--- src/rtl/bus_bridge_periph.sv ---
// bus_bridge_periph: CPU data-bus responder routing accesses to DRAM or to internal
// LED/switch/button/timer/7-segment registers with zero-latency combinational reads.
module bus_bridge_periph #(
  parameter int DRAM_AW  = 14,
  parameter int SCAN_DIV = 20000
) (
  input  logic               cpu_clk,
  input  logic               cpu_rst,
  input  logic [31:0]        addr_from_cpu,
  input  logic               wen_from_cpu,
  input  logic [31:0]        wdata_from_cpu,
  output logic [31:0]        rdata_to_cpu,
  output logic [DRAM_AW-1:0] dram_addr,
  output logic               dram_wen,
  output logic [31:0]        dram_wdata,
  input  logic [31:0]        dram_rdata,
  input  logic [23:0]        sw,
  input  logic [4:0]         button,
  output logic [23:0]        led,
  output logic [7:0]         dig_en,
  output logic [7:0]         dn_seg
);
  localparam int scan_w = $clog2(SCAN_DIV);
  localparam logic [15:0][7:0] seg_lut = {
    8'h8E, 8'h86, 8'hA1, 8'hC6, 8'h83, 8'h88, 8'h90, 8'h80,
    8'hF8, 8'h82, 8'h92, 8'h99, 8'hB0, 8'hA4, 8'hF9, 8'hC0
  };
  logic              periph, we, hit, scan_end;
  logic [9:0]        woff;
  logic [31:0]       disp, cnt, div, presc, reg_val;
  logic [23:0]       sw_s1, sw_s2;
  logic [4:0]        btn_s1, btn_s2;
  logic [scan_w-1:0] scan;
  logic [2:0]        idx;
  assign periph     = addr_from_cpu[31:12] == 20'hFFFFF;
  assign woff       = addr_from_cpu[11:2];
  assign we         = wen_from_cpu & periph;
  assign dram_addr  = addr_from_cpu[DRAM_AW+1:2];
  assign dram_wen   = wen_from_cpu & ~periph;
  assign dram_wdata = wdata_from_cpu;
  assign hit        = presc == div;
  assign scan_end   = scan == scan_w'(SCAN_DIV - 1);
  always_comb
    reg_val = woff == 10'h000 ? disp :
              woff == 10'h008 ? cnt :
              woff == 10'h009 ? div :
              woff == 10'h018 ? {8'h0, led} :
              woff == 10'h01C ? {8'h0, sw_s2} :
              woff == 10'h01E ? {27'h0, btn_s2} : 32'h0;
  assign rdata_to_cpu = periph ? reg_val : dram_rdata;
  assign dig_en = ~(8'd1 << idx);
  assign dn_seg = seg_lut[disp[{idx, 2'b00} +: 4]];
  always_ff @(posedge cpu_clk or posedge cpu_rst)
    if (cpu_rst) begin
      sw_s1  <= '0;
      sw_s2  <= '0;
      btn_s1 <= '0;
      btn_s2 <= '0;
      disp   <= '0;
      led    <= '0;
    end else begin
      sw_s1  <= sw;
      sw_s2  <= sw_s1;
      btn_s1 <= button;
      btn_s2 <= btn_s1;
      if (we && woff == 10'h000) disp <= wdata_from_cpu;
      if (we && woff == 10'h018) led <= wdata_from_cpu[23:0];
    end
  // A counter write overrides both the increment and the prescaler advance
  always_ff @(posedge cpu_clk or posedge cpu_rst)
    if (cpu_rst) begin
      cnt   <= '0;
      div   <= '0;
      presc <= '0;
    end else begin
      if (we && woff == 10'h009) div <= wdata_from_cpu;
      if (we && woff == 10'h008) begin
        cnt   <= wdata_from_cpu;
        presc <= '0;
      end else begin
        if (hit) cnt <= cnt + 32'd1;
        presc <= (hit || (we && woff == 10'h009)) ? '0 : presc + 32'd1;
      end
    end
  always_ff @(posedge cpu_clk or posedge cpu_rst)
    if (cpu_rst) begin
      scan <= '0;
      idx  <= '0;
    end else begin
      scan <= scan_end ? '0 : scan + scan_w'(1);
      if (scan_end) idx <= idx + 3'd1;
    end
endmodule
--- config.mk ---
export PLATFORM = sky130hd
export DESIGN_NAME = bus_bridge_periph
export DESIGN_NICKNAME = d
export VERILOG_FILES = /design/src/rtl/bus_bridge_periph.sv
export SDC_FILE = /design/constraint.sdc
export NUM_CORES = 1
export LEC_CHECK = 0
export CORE_MARGIN = 3
export CORE_UTILIZATION = 45
export DETAILED_ROUTE_END_ITERATION = 16
export PLACE_DENSITY = 0.76
export REMOVE_ABC_BUFFERS = 1
export SYNTH_ARGS = -nofsm -noshare
export SYNTH_HDL_FRONTEND = slang
export SYNTH_SLANG_ARGS = --single-unit
--- constraint.sdc ---
create_clock -name cpu_clk -period 7.9 [get_ports cpu_clk]
set_input_delay 0.79 -clock cpu_clk [delete_from_list [all_inputs] [get_ports cpu_clk]]
set_output_delay 0.79 -clock cpu_clk [all_outputs]
set_load 0.05 [all_outputs]
==> metrics.txt, run 1 <==
outcome completed; largest net degree at the start of global routing 151; final setup TNS 0 ns; CTS H-Tree Depth 1; Tot GR Track Use 21.7%; area grow syn2layout 26.5%; post-CTS setup repair buffer count 0; final hold violation count 0; root buf cell clkbuf_16; final hold slack 0.346 ns; Cells after Synth 1103; Clock Path Buffers 3; Worst-Skew Late Latency 0.52 ns; post-route ant nets 0; CTS Hold Bufs 0; CTS tree done; Req. time, crit path 7.11 ns; Syn Area/Cell 10.7 um2; Synth Cell Area 11800 um2; Internal 1.97 mW; Worst Skew 0.00797 ns; Worst-path clk slew 0.06 ns; synth warn 0; Post-synth ARST share 100%; top post-synthesis cells by count dfrtp_1 (228), nand2_1 (122), nor2_1 (83); placed cells 1587; crit path launch type input port; Post-CTS Resized 0; crit path max fanout 15; worst min path class reg2reg; Worst Hold Launch sw_s1[13]; Final GP Congestion 0.852; nets 1427; HPWL after DPL 22000 um; Pwr Density 173 nW/um2; maxcap violations 0; die height 168 um; RSZ-0062 raised after global routing false; CTS Buf Count 25; DRT Wirelength 31200 um; Top Ports 247; Comb pwr share 9.6%; FP Rows 58; share of the synthesized area in the top cell type 48.4%; die area 28200 um2; initial antenna violation count 0; Worst VDD drop 131 uV; grt total ovfl 0; Net Sw Frac 23.7%; Yosys cell types 60; slew margin rel. 19.3%; Avg WL per Cell 19.2 um; clock period minus worst slack 5.57 ns; Final Slew Violations 0; crit path DAT 4.78 ns; Worst Setup SP addr_from_cpu[7]; Seq. cell area 5710 um2; vias in the first global route 9007; DRC viols 0; clock sink count 228; post-route cell area 14900 um2; vias after detailed routing 9050; crit share post-route 70.5%; Place WS 2.34 ns; final std cells w/o fill 1630; Port-buffer cells 243; #FFs+latches synth 228; Worst R2R Start presc[3]; Max Freq 0.179 GHz; CP endpoint kind output pin; sw power 613 uW; area of the core 25500 um2; area of the multi-input gates 5370 um2; Synth Flop Type dfrtp_1; setup slack after layout 2.33 ns; Final Setup Violations 0; First DRT Iteration DRCs 703; most frequent cell after synthesis dfrtp_1; number of fill cells in the layout 2107; ANT cells 0; ranking of synthesized cells by area dfrtp_1 (48%), mux2_2 (5.4%), xor2_1 (4.1%), nand2_1 (3.9%), mux2_4 (3.8%); worst slew pin tran 1.20 ns; sequential power share 46.1%; global-route wire length before repair 49200 um; layout cell share with drive strength beyond 1 12.4%; Yosys top cell by area dfrtp_1; number of synthesized flops with an enable pin 0; Die Width 168 um; sequential area share after synthesis 48.4%; Static Leak 6.58 nW; Reg2Reg Setup Slack 4.94 ns; CP Class in2out; Initial Util 46.3%; dpl cell area 14100 um2; TritonRoute pass-1 iters 5; clock group share of total power 44.3%; DR vias/cell 5.55
-- kinds of logic (layout without fill, tap and decap cells) --
kind of cell    count (synthesis)  in the layout  share of synthesized area (%)
simple gates                  361            361                           15.1
flops                         228            228                           48.4
compound gates                156            156                           8.32
mux                           126            126                           13.5
buf+inv                       122            319                           6.13
xor+xnor                       94             94                           6.99
fa+ha+maj                      15             15                           1.59
other cells                     1              1                         0.0318
-- power groups by stage --
stage	sequential, mW	clock, mW	combinational [mW]
floorplan	1.21	0	0.0706
global placement	1.21	0	0.247
detailed placement	1.21	0	0.249
CTS	1.19	1.16	0.250
global route	1.19	1.21	0.263
finish	1.19	1.14	0.247
-- path summary, 6_finish.rpt --
| path | to | depth (start not counted) |
|---|---|---|
| setup / recovery | rdata_to_cpu[26] | 9 |
| hold / removal | sw_s2[13] | 0 |
| setup reg to reg | presc[4] | 6 |
| hold reg to reg | sw_s2[13] | 0 |
| max in group asynchronous | led[11] | 3 |
| min in group asynchronous | sw_s1[10] | 2 |
-- cell usage in the layout, fill, tap and decap left out, types with 30 or more instances in the layout --
master,count
mux2_4,30
dfrtp_1,228
o21ai_0,73
mux2_2,57
nor2_1,83
nand2_1,121
xnor2_1,39
nand3_1,36
xor2_1,55
clkdlybuf4s50_1,242
-- through the flow --
| stage | util [%] | total power [mW] |
|---|---|---|
| final | 58.5 | 2.58 |
| after global routing | 58.5 | 2.67 |
| after CTS | 58.5 | 2.60 |
| after detailed placement | 55.4 | 1.46 |
| after global placement | 55.4 | 1.46 |
| after floorplan | - | 1.28 |
-- area by class of cell --
type	count	area share [%]
sequential	228	38.3
multi-input combinational	753	36.0
timing repair buffer	258	17.0
clock buffer	36	4.74
tap	330	2.77
clock inverter	7	0.629
inverter	18	0.504
-- sequential cells by signal, summed over array words and instances, names as in the netlist --
signal / count
btn_s1: 5
cnt: 32
disp: 32
idx: 3
scan: 15
btn_s2: 5
sw_s1: 24
sw_s2: 24
div: 32
led: 24
presc: 32
-- per-layer routing --
layer	track usage (%)	wire (um)	vias up	share of wire (%)
met5	0	0	-	0
met4	6.33	849	0	2.7
met3	4.30	2310	55	7.4
met2	35.9	14800	371	47
met1	29.3	13300	4411	43
li1	-	-	4213	-
-- critical path, cell delays in order --
cell             delay (ns)
clkdlybuf4s50_1        0.42
or4_4                  0.60
nor3_4                 0.19
nor4b_4                0.39
and2b_1                0.61
buf_4                  0.35
a222oi_1               0.13
o21ai_0                0.39
clkdlybuf4s50_1        0.89
Power figures use the tool's default switching activity.
==> inputs of run 2 (changes only) <==
==> constraint.sdc (replaced) <==
create_clock -name cpu_clk -period 5.19 [get_ports cpu_clk]
set_input_delay 0.519 -clock cpu_clk [delete_from_list [all_inputs] [get_ports cpu_clk]]
set_output_delay 0.519 -clock cpu_clk [all_outputs]
set_load 0.05 [all_outputs]
==> run 2 against run 1 <==
Sequential share of layout area is 0.24 points higher. Global-route usage up 0.41 points. Power up 47%. Core utilization decreased by 0.36 points. Clock skew up 0.00085 ns. Combinational power is 51% higher. Critical path type is now reg2out. Critical path depth down 1. Clock power increased by 40%. Worst setup slack got worse by 1.6 ns. Highest routed layer unchanged.
==> metrics.txt, run 2 (same netlist as run 1, synthesis figures left out) <==
Worst-Skew Late Latency 0.51 ns; outcome completed; Clock Path Buffers 3; die height 168 um; total stage count of the critical path 8; Place WS 0.904 ns; setup slack after layout 0.687 ns; slew margin rel. 29.1%; Tot GR Track Use 22.1%; critical path endpoint dn_seg[3]; DRT Wirelength 31500 um; Port-buffer cells 243; Critical Path, Cell by Cell buf_4 > mux4_2 > mux2i_1 > ha_1 > nor2_1 > a211oi_1 > a31oi_1 > clkdlybuf4s50_1; nets 1431; final std cells w/o fill 1630; Initial Util 46.3%; clock period minus worst slack 4.50 ns; crit share post-route 86.8%; HPWL after DPL 22400 um; worst slew pin tran 1.06 ns; crit path max fanout 7; placed cells 1593; clock sink count 228; Die Width 168 um; layout cell share with drive strength beyond 1 14.5%; area grow syn2layout 25.7%; vias in the first global route 9126; CTS Hold Bufs 0; worst min path class reg2reg; Max Freq 0.222 GHz; largest net degree at the start of global routing 150; CTS H-Tree Depth 1; commonest non-fill, non-tap cell in the layout dfrtp_1; post-route ant nets 0; CTS Buf Count 23; grt total ovfl 0; area of the core 25500 um2; global-route wire length before repair 50200 um; CP Class reg2out; die area 28200 um2; DRC viols 0; Worst R2R Start presc[3]; most frequent cells in the layout dfrtp_1 (228), clkdlybuf4s50_1 (217), nand2_1 (121); maxcap violations 0; slowest CP cell clkdlybuf4s50_1; reg2reg path depth 6; crit path DAT 3.98 ns; Final Setup Violations 0; Reg2Reg Setup Slack 2.27 ns; Post-CTS Resized 0; Worst VDD drop 225 uV; Worst Setup SP idx[0]; final hold violation count 0; Top Ports 247; Final GP Congestion 0.879; DR vias/cell 5.57; Slowest Stage Delay on Critical Path 0.82 ns; Bufs and invs on worst path 2; crit path launch type register; post-CTS setup repair buffer count 0; CTS tree done; Avg WL per Cell 19.3 um; CP endpoint kind output pin; Req. time, crit path 4.67 ns; Pwr Density 256 nW/um2; First DRT Iteration DRCs 773; root buf cell clkbuf_16; Static Leak 6.59 nW; vias after detailed routing 9071; kind of cell adding the most delay to the critical path buffers and inverters; Final Slew Violations 0; worst r2r dst presc[8]; ANT cells 0; initial antenna violation count 0; TritonRoute pass-1 iters 7; Worst Skew 0.00882 ns; Worst-path clk slew 0.06 ns; RSZ-0062 raised after global routing false; FP Rows 58
## run 2: cell types whose count changed in the layout (fill, tap and decap cells not counted), sizes merged
cell	before	now
clkinv	3	1
bufinv	2	1
clkinvlp	1	2
clkdlybuf4s50	242	217
inv	19	18
buf	16	47
clkbuf	36	33
## run 2: through the flow
stage	hold slack, ns	power, mW	util, %	setup TNS [ns]	cell area [um2]
2_1_floorplan	0.331	1.95	-	-359.53	11100
3_3_place_gp	0.331	2.22	55.4	0	14100
3_5_place_dp	0.335	2.22	55.4	0	14100
4_1_cts	0.348	3.82	58.2	0	14800
5_1_grt	0.352	3.92	58.2	0	14800
6_report	0.347	3.79	58.2	0	14800
## run 2: area by class of cell
| type | count | area, um2 |
|---|---|---|
| Sequential cell | 228 | 5710 |
| Timing Repair Buffer | 264 | 2530 |
| Multi-Input combinational cell | 753 | 5370 |
| Clock buffer | 33 | 663 |
| Tap cell | 330 | 413 |
| Clock inverter | 4 | 50.0 |
| Fill cell | 2140 | 10700 |
| Inverter | 18 | 75.1 |
## run 2: report_power, final
| part | total [mW] | internal, mW | switching, mW |
|---|---|---|---|
| clock | 1.60 | 0.929 | 0.670 |
| combinational | 0.374 | 0.151 | 0.223 |
| sequential | 1.81 | 1.80 | 0.0111 |
## run 2: routing by layer
metal  track usage [%]  vias to the layer above  wire [um]
met4              6.19                        0        925
li1                  -                     4242          -
met2              35.8                      354      14500
met3              3.80                       63       2280
met1              31.0                     4412      13800
met5                 0                        -          0
## run 2: worst min-delay path by stage
stage	from	end	depth (start not counted)
2_1_floorplan	btn_s1[0]	btn_s2[0]	0
3_3_place_gp	btn_s1[2]	btn_s2[2]	0
3_5_place_dp	btn_s1[2]	btn_s2[2]	0
4_1_cts	btn_s1[3]	btn_s2[3]	0
5_1_grt	sw_s1[3]	sw_s2[3]	0
6_report	btn_s1[3]	btn_s2[3]	0
## run 2: worst reg2reg max path, delay by kind of cell, from the launching register on
family | cells | cell delay, ns
AND/OR/NAND/NOR | 5 | 2.15
XOR/XNOR | 1 | 0.18
flip-flops | 1 | 0.44
